===== src/rtl/prog_timer_if.sv =====
// Control/status bundle between the wrapper layer and prog_timer.
// The wrapper drives the master side; the timer is the slave.
interface prog_timer_if #(
    parameter int WIDTH   = 32,
    parameter int PRESC_W = 8
);
    logic               start_i;
    logic               stop_i;
    logic               pause_i;
    logic               mode_i;
    logic [WIDTH-1:0]   period_i;
    logic [PRESC_W-1:0] presc_i;
    logic               irq_clr_i;
    logic [WIDTH-1:0]   count_o;
    logic               busy_o;
    logic               done_o;
    logic               irq_o;

    modport master (
        output start_i, stop_i, pause_i, mode_i, period_i, presc_i, irq_clr_i,
        input  count_o, busy_o, done_o, irq_o
    );

    modport slave (
        input  start_i, stop_i, pause_i, mode_i, period_i, presc_i, irq_clr_i,
        output count_o, busy_o, done_o, irq_o
    );
endinterface


===== src/rtl/prog_timer.sv =====
// Programmable down-counting timer: one-shot or auto-reload, pause/resume,
// abort, one-cycle done pulse and a sticky interrupt flag.
// Optional tick prescaler compiled in with `define PROG_TIMER_PRESCALE_EN;
// without it the counter ticks every clock and presc_i is ignored.
module prog_timer #(
    parameter int WIDTH   = 32,
    parameter int PRESC_W = 8
) (
    input  logic         clk_i,
    input  logic         arst_i,
    prog_timer_if.slave  bus
);
    typedef enum logic [1:0] {
        IDLE  = 2'd0,
        RUN   = 2'd1,
        PAUSE = 2'd2,
        DONE  = 2'd3
    } state_t;

    localparam logic [WIDTH-1:0] ONE = WIDTH'(1);

    state_t           state;
    logic [WIDTH-1:0] count;
    logic             mode_q;
    logic             done_q;
    logic             irq_q;

    logic             active;
    logic             start_ok;
    logic             advance;
    logic             tick;
    logic             expire;

    // A start with a zero period is treated as if no start had been issued.
    assign start_ok = bus.start_i && (bus.period_i != '0);
    assign active   = (state == RUN) || (state == PAUSE);
    // Edges on which the count may move: nothing of higher priority claims them.
    assign advance  = active && !bus.stop_i && !start_ok && !bus.pause_i;
    assign expire   = advance && tick && (count == ONE);

`ifdef PROG_TIMER_PRESCALE_EN
    localparam logic [PRESC_W-1:0] PONE = PRESC_W'(1);
    logic [PRESC_W-1:0] presc_cnt;

    assign tick = (presc_cnt == bus.presc_i);

    // Prescaler: counts 0..presc_i while advancing, frozen in PAUSE, cleared on start/stop.
    always_ff @(posedge clk_i or posedge arst_i) begin
        if (arst_i) begin
            presc_cnt <= '0;
        end else if (bus.stop_i || start_ok) begin
            presc_cnt <= '0;
        end else if (advance) begin
            presc_cnt <= tick ? '0 : presc_cnt + PONE;
        end
    end
`else
    logic unused_presc;
    assign unused_presc = ^bus.presc_i;
    assign tick         = 1'b1;
`endif

    // Main control: priority stop > start > pause > tick, plus done/irq flags.
    always_ff @(posedge clk_i or posedge arst_i) begin
        if (arst_i) begin
            state  <= IDLE;
            count  <= '0;
            mode_q <= 1'b0;
            done_q <= 1'b0;
            irq_q  <= 1'b0;
        end else begin
            // NOTE: non-blocking everywhere here so every right-hand side sees
            // the pre-edge value, independent of statement order.
            done_q <= expire;
            irq_q  <= expire | (irq_q & ~bus.irq_clr_i);
            if (bus.stop_i) begin
                state <= IDLE;
                count <= '0;
            end else if (start_ok) begin
                count  <= bus.period_i;
                mode_q <= bus.mode_i;
                state  <= bus.pause_i ? PAUSE : RUN;
            end else if (active) begin
                if (bus.pause_i) begin
                    state <= PAUSE;
                end else begin
                    state <= RUN;
                    if (tick) begin
                        if (count == ONE) begin
                            // Reload in the same edge so zero is never visible.
                            if (mode_q && (bus.period_i != '0)) begin
                                count <= bus.period_i;
                            end else begin
                                count <= '0;
                                state <= DONE;
                            end
                        end else begin
                            count <= count - ONE;
                        end
                    end
                end
            end
        end
    end

    assign bus.count_o = count;
    assign bus.busy_o  = active;
    assign bus.done_o  = done_q;
    assign bus.irq_o   = irq_q;
endmodule


===== src/flat_wrapper.sv =====
// flat-port wrapper written by rule: the top's interface ports become plain ports
module prog_timer_flat 
#(
    parameter int WIDTH   = 32,
    parameter int PRESC_W = 8
)
  (clk_i, arst_i, bus_start_i, bus_stop_i, bus_pause_i, bus_mode_i, bus_period_i, bus_presc_i, bus_irq_clr_i, bus_count_o, bus_busy_o, bus_done_o, bus_irq_o);
  prog_timer_if #(.WIDTH(WIDTH), .PRESC_W(PRESC_W)) bus_i ();
  input  logic clk_i;
  input  logic arst_i;
  input wire logic [$bits(bus_i.start_i)-1:0] bus_start_i;
  input wire logic [$bits(bus_i.stop_i)-1:0] bus_stop_i;
  input wire logic [$bits(bus_i.pause_i)-1:0] bus_pause_i;
  input wire logic [$bits(bus_i.mode_i)-1:0] bus_mode_i;
  input wire logic [$bits(bus_i.period_i)-1:0] bus_period_i;
  input wire logic [$bits(bus_i.presc_i)-1:0] bus_presc_i;
  input wire logic [$bits(bus_i.irq_clr_i)-1:0] bus_irq_clr_i;
  output wire logic [$bits(bus_i.count_o)-1:0] bus_count_o;
  output wire logic [$bits(bus_i.busy_o)-1:0] bus_busy_o;
  output wire logic [$bits(bus_i.done_o)-1:0] bus_done_o;
  output wire logic [$bits(bus_i.irq_o)-1:0] bus_irq_o;
  assign bus_i.start_i = bus_start_i;
  assign bus_i.stop_i = bus_stop_i;
  assign bus_i.pause_i = bus_pause_i;
  assign bus_i.mode_i = bus_mode_i;
  assign bus_i.period_i = bus_period_i;
  assign bus_i.presc_i = bus_presc_i;
  assign bus_i.irq_clr_i = bus_irq_clr_i;
  assign bus_count_o = bus_i.count_o;
  assign bus_busy_o = bus_i.busy_o;
  assign bus_done_o = bus_i.done_o;
  assign bus_irq_o = bus_i.irq_o;
  prog_timer #(.WIDTH(WIDTH), .PRESC_W(PRESC_W)) u_core (.clk_i(clk_i), .arst_i(arst_i), .bus(bus_i));
endmodule

===== config.mk =====
export PLATFORM = sky130hd
export DESIGN_NAME = prog_timer_flat
export DESIGN_NICKNAME = d
export VERILOG_FILES = /design/src/rtl/prog_timer_if.sv /design/src/rtl/prog_timer.sv /design/src/flat_wrapper.sv
export SDC_FILE = /design/constraint.sdc
export NUM_CORES = 1
export LEC_CHECK = 0
export CORE_ASPECT_RATIO = 0.6
export CORE_UTILIZATION = 44
export CTS_BUF_LIST = sky130_fd_sc_hd__clkbuf_4 sky130_fd_sc_hd__clkbuf_8
export DETAILED_ROUTE_END_ITERATION = 6
export PLACE_DENSITY = 0.78
export SYNTH_ARGS = -nofsm -noshare
export SYNTH_HDL_FRONTEND = slang
export SYNTH_SLANG_ARGS = --single-unit

===== constraint.sdc =====
create_clock -name clk_i -period 2.84 [get_ports clk_i]
set_clock_uncertainty 0.2 [all_clocks]
set_input_delay 0.426 -clock clk_i [delete_from_list [all_inputs] [get_ports clk_i]]
set_output_delay 0.426 -clock clk_i [all_outputs]
set_load 0.01 [all_outputs]

==> impl_metrics.json, run 1 <==
{
  "cts_root_buf": "clkbuf_8",
  "post-route-min-period_ps": 2790,
  "cts_max_path_buffers": 2,
  "critical_path.slowest_cell": "or4_4",
  "path_cells": "or3_4 -> or2_4 -> or4_4 -> or2_0 -> or4_1 -> a311oi_2",
  "die-width_um": 104,
  "cts_tree": "built",
  "die-area_um2": 6560,
  "synth_largest_area_cell": "dfrtp_1",
  "hold_violations": 0,
  "worstHoldPathType": "register to register",
  "grt_pass1_vias": 3224,
  "synth_area_per_cell_um2": 8.33,
  "yosysSeqAreaShare_pct": 33.8,
  "yosys_warnings": 0,
  "power_density_nw_per_um2": 381,
  "synth.cell_area_um2": 2740,
  "synthMuxAreaShare_pct": 1.92,
  "vdd_ir_drop_max_mv": 0.210,
  "htree_num_levels": 2,
  "crit_buf_inv": 0,
  "drc": 0,
  "io_buffers": 73,
  "max_freq_mhz": 359,
  "antenna_found_initial": 0,
  "via_count": 3407,
  "wl_per_cell_um": 19.4,
  "synth_compound_area_share_pct": 28.8,
  "hold_slack_ps": 291,
  "grt_usage_pct": 32.0,
  "drtIter0Drc": 396,
  "hpwl_um": 7680,
  "setup-violations-final": 0,
  "r2r_setup_slack_ps": 50,
  "p_int_mw": 1.07,
  "p_clk_share_pct": 24.4,
  "layout-drive-gt1-share_pct": 21.2,
  "yosys.area_share.simple_pct": 24.1,
  "cts_sinks": 37,
  "path_delay_family": "simple AND/OR/NAND/NOR gates",
  "cts_hold_buffers": 0,
  "utilization_pct": 72.7,
  "pwr-share-comb_pct": 37.8,
  "drv_slew": 0,
  "synth_area_leaders": "dfrtp_1 34%, a211oi_1 4.7%, o21ai_0 4.2%",
  "synth_ff_type": "dfrtp_1",
  "grt_max_degree": 38,
  "area_growth_pct": 53.3,
  "die_height_um": 63.1,
  "totalWireLength_um": 10500,
  "dr.pass1.iters": 5,
  "core_um2": 5780,
  "syn_nets": 378,
  "fin_area_um2": 4200,
  "grt-ovfl-total": 0,
  "place_congestion": 0.976,
  "p_sw_share_pct": 33.4,
  "ys_types": 58,
  "clk_pin_slew_ps": 80,
  "synth-xor-area-share_pct": 5.43,
  "final_nets": 511,
  "p_seq_share_pct": 37.8,
  "power.leakage_nw": 1.73,
  "grt_pass1_wl_um": 16500,
  "crit_type": "register to register",
  "outcome": "completed",
  "synth_fa_ha_area_share_pct": 0.913,
  "vias_per_cell": 6.29,
  "crit_arrival_ps": 2780,
  "cp_max_fo": 5,
  "critPathLaunchType": "register",
  "endpoint_kind": "register",
  "synth-async-reset-ratio_pct": 100,
  "rows": 21,
  "synth.ff_latch_count": 37,
  "worstPathRequired_ps": 2830,
  "fin_crit_sh_pct": 98.2,
  "cts-buffers-inserted": 5,
  "antennaDiodeCount": 0,
  "worst_skew_pair.late_latency_ps": 290,
  "start_util_pct": 47.4,
  "synth_top_area_share_pct": 33.8,
  "p_sw_mw": 0.533,
  "ant_nets": 0,
  "tightest_slew_ps": 525,
  "pin_count": 82,
  "synth-edff-count": 0,
  "slowest_delay_ps": 490,
  "synth_top_family_by_area": "compound AO/OA/AOI/OAI gates",
  "slew_headroom_pct": 64.7,
  "syn_inst": 329,
  "maxCapViolations": 0,
  "dpl_cell_area_um2": 4050
}
==> synth_stat cells, types with 6 or more instances <==
library cell and number:
clkbuf_1 17, o22ai_1 6, or3_1 7, nor2_1 29, nor4_1 18, a21oi_1 21
o21ai_0 23, a211oi_1 17, inv_1 15, dfrtp_1 37, nand2_1 15, a221oi_1 6
nor3_1 13, or4_1 6, xnor2_1 12
==> final timing paths <==
kind,startpoint,to,cells past startpoint
min,u_core.bus.irq_o,u_core.bus.irq_o,1
max in group asynchronous,arst_i,u_core.state[1],3
max reg2reg,u_core.bus.count_o[13],u_core.bus.count_o[31],6
min in group asynchronous,arst_i,u_core.bus.count_o[22],3
max,u_core.bus.count_o[13],u_core.bus.count_o[31],6
min reg2reg,u_core.bus.irq_o,u_core.bus.irq_o,1
==> power by group through the flow <==
stage / sequential, mW / clock, mW / combinational, mW
floorplan: 0.635 / 0 / 0.235
global placement: 0.608 / 0 / 0.567
detailed placement: 0.610 / 0 / 0.575
CTS: 0.600 / 0.396 / 0.581
global route: 0.608 / 0.419 / 0.644
finish: 0.604 / 0.391 / 0.604
==> stage by stage <==
stage	cells	total power, mW	setup slack, ps	setup TNS [ps]
global route	542	1.67	-5.87	-5.87
detailed placement	532	1.19	-78.2	-569
CTS	539	1.58	9.78	0
floorplan	329	0.870	71.7	0
global placement	532	1.17	2.98	0
finish	542	1.60	51.1	0
==> area by class of cell <==
class,count,area [um2]
Tap cell,80,100
Timing Repair Buffer,147,1300
Fill cell,457,1580
Clock buffer,7,90.1
Sequential cell,37,926
Inverter,15,56.3
Multi-Input combinational cell,256,1730
==> layout by cell type (no fill, tap or decap), drive strengths merged, types with 4 or more instances in the layout <==
| master | count |
|---|---|
| or4 | 7 |
| clkdlybuf4s50 | 73 |
| nand4 | 4 |
| a31oi | 4 |
| xnor2 | 12 |
| nand2 | 15 |
| nor3 | 13 |
| or3 | 8 |
| or2 | 5 |
| inv | 15 |
| a21oi | 21 |
| o21ai | 26 |
| a22o | 5 |
| clkbuf | 7 |
| o31ai | 4 |
| nor4 | 21 |
| dfrtp | 37 |
| xor2 | 5 |
| buf | 74 |
| nor2 | 29 |
| a211oi | 17 |
| o22ai | 6 |
| a221oi | 6 |
==> timing repair <==
item,in CTS,in global routing
cloned,0,0
setup endpoints to repair,1,20
gates resized for setup,1,6
buffers inserted,0,3
==> routing by layer <==
layer,part of all wire [%],global-route usage (%),vias up
met5,0,0,-
met2,43,47.5,246
met3,12,9.42,16
met4,0.92,4.82,0
li1,-,-,1540
met1,44,46.6,1605
==> kinds of logic after synthesis <==
family	after synthesis
compound gates	116
fa+ha+maj	2
xor+xnor	17
flops	37
mux	5
simple gates	116
buf+inv	36
==> registers in the layout, indices dropped and copies added, names as in the netlist <==
| signal | count |
|---|---|
| u_core.bus.done_o | 1 |
| u_core.mode_q | 1 |
| u_core.bus.irq_o | 1 |
| u_core.bus.count_o | 32 |
| u_core.state | 2 |
Note: power is estimated with default switching activity, not from simulation.
==> run 2, diff against run 1 <==
--- a/config.mk
+++ b/config.mk
@@ -6,6 +6,7 @@
 export NUM_CORES = 1
 export LEC_CHECK = 0
 export CORE_ASPECT_RATIO = 0.6
+export CORE_MARGIN = 3
 export CORE_UTILIZATION = 44
 export CTS_BUF_LIST = sky130_fd_sc_hd__clkbuf_4 sky130_fd_sc_hd__clkbuf_8
 export DETAILED_ROUTE_END_ITERATION = 6
==> constraint.sdc (replaced) <==
create_clock -name clk_i -period 2.45 [get_ports clk_i]
set_clock_uncertainty 0.2 [all_clocks]
set_input_delay 0.3675 -clock clk_i [delete_from_list [all_inputs] [get_ports clk_i]]
set_output_delay 0.3675 -clock clk_i [all_outputs]
set_load 0.01 [all_outputs]
==> run 2 against run 1 <==
  * Sequential power grew 16%
  * Non-clock buffer count grew 67
  * Largest power group is now combinational logic
  * Die area grew 10%
  * Via count grew 25%
  * The run now ends with negative setup slack left
==> impl_metrics.json, run 2 (synthesis results as in run 1) <==
{
  "power.leakage_nw": 2.27,
  "grt_pass1_vias": 3883,
  "grt_max_degree": 38,
  "setup-violations-final": 37,
  "htree_num_levels": 2,
  "clk_pin_slew_ps": 80,
  "utilization_pct": 92.7,
  "worst_slack_ps": -419,
  "grt_pass1_wl_um": 20200,
  "pin_count": 82,
  "place_congestion": 1.00,
  "io_buffers": 73,
  "drc": 0,
  "hold_violations": 0,
  "power_density_nw_per_um2": 403,
  "cts_tree": "built",
  "drv_slew": 0,
  "tightest_slew_ps": 509,
  "worstHoldPathType": "primary input to asynchronous set/reset pin",
  "power.total_mw": 2.17,
  "grt_usage_pct": 36.4,
  "tns_ps": -10110,
  "crit_arrival_ps": 2840,
  "antenna_found_initial": 0,
  "cts-buffers-inserted": 5,
  "cts_hold_buffers": 0,
  "crit_type": "primary input to register",
  "start_util_pct": 47.2,
  "worstPathRequired_ps": 2420,
  "outcome": "finished, violations left",
  "cts_max_path_buffers": 2,
  "critPathLaunchType": "primary input",
  "worst_skew_pair.late_latency_ps": 290,
  "largest_reg_flops": 32,
  "layout-drive-gt1-share_pct": 46.2,
  "wl_per_cell_um": 25.2,
  "die_height_um": 67.1,
  "fin_crit_sh_pct": 117,
  "hpwl_um": 8750,
  "post-route-min-period_ps": 2870,
  "core_um2": 5810,
  "via_count": 4269,
  "vias_per_cell": 7.00,
  "endpoint_kind": "register",
  "vdd_ir_drop_max_mv": 0.365,
  "ant_nets": 0,
  "totalWireLength_um": 15400,
  "rows": 21,
  "violations": "negative setup slack",
  "die-width_um": 108,
  "cp_max_fo": 3,
  "final_cell_mix": "118 x buf_4, 64 x clkdlybuf4s50_1, 33 x dfrtp_1",
  "antennaDiodeCount": 0,
  "area_growth_pct": 96.5,
  "hold_slack_ps": 298,
  "max_freq_mhz": 349,
  "cts_sinks": 37,
  "dr.pass1.iters": 6,
  "drtIter0Drc": 730,
  "cts_root_buf": "clkbuf_8",
  "grt-ovfl-total": 0,
  "final_nets": 578,
  "maxCapViolations": 0,
  "slew_headroom_pct": 66.0,
  "layout_commonest_cell": "buf_4",
  "rsz0062_at_grt": "true",
  "die-area_um2": 7240
}
-- run 2: cell types whose count changed in the layout (fill, tap and decap cells not counted), moves of 9 or more --
cell and change:
nor4_1 -10, a211oi_1 -13, dlymetal6s2s_1 +9, buf_6 +17, o21ai_0 -11, clkdlybuf4s50_1 -9, buf_4 +45, a211oi_2 +12
-- run 2: worst max-delay path: stages --
cell	delay [ps]
clkdlybuf4s50_1	490
nor4_1	430
nand4_1	350
o21a_2	350
a211oi_4	300
buf_12	160
o211ai_1	90
a211oi_1	300
-- run 2: final timing paths --
path,from,to,slack (ps),cells after the start
setup / recovery,bus_period_i[11],u_core.bus.count_o[16],-420,8
hold / removal,arst_i,u_core.bus.count_o[29],300,3
setup reg to reg,u_core.bus.count_o[16],u_core.bus.count_o[16],-360,8
hold reg to reg,u_core.bus.irq_o,u_core.bus.irq_o,300,1
max in group asynchronous,arst_i,u_core.bus.count_o[16],1360,3
min in group clk_i,u_core.bus.irq_o,u_core.bus.irq_o,300,1
-- run 2: power by group --
group	switching (mW)	internal (mW)	total, mW
logic	0.523	0.482	1.00
registers	0.0493	0.652	0.702
clock network	0.226	0.236	0.462
-- run 2: what timing repair did --
| item | CTS | global route |
|---|---|---|
| hold endpoints to repair | 0 | 0 |
| pin swaps | 34 | 37 |
| cloned | 1 | 0 |
| gates resized for setup | 84 | 63 |
| setup buffers | 13 | 15 |
| endpoints found under the setup margin | 34 | 37 |
-- run 2: cell type report --
type,instances,area [um2]
flip-flops and latches,37,931
fillers,206,422
inverters,15,56.3
multi-input cells,256,2270
repair buffers,214,1940
well taps,80,100
clock buffers,8,91.3
-- run 2: metrics by stage --
step,area [um2],setup slack (ps),cells
finish,5390,-419,610
global route,5390,-414,610
CTS,5020,-240,600
detailed placement,4450,-465,582
global placement,4450,-515,582
floorplan,2790,-240,329
-- run 2: metal layers --
| layer | wire length (um) | global-route usage (%) | up-vias |
|---|---|---|---|
| li1 | - | - | 1664 |
| met1 | 5660 | 49.5 | 2006 |
| met2 | 6570 | 57.4 | 455 |
| met3 | 2170 | 10.5 | 144 |
| met4 | 981 | 9.61 | 0 |
| met5 | 0 | 0 | - |
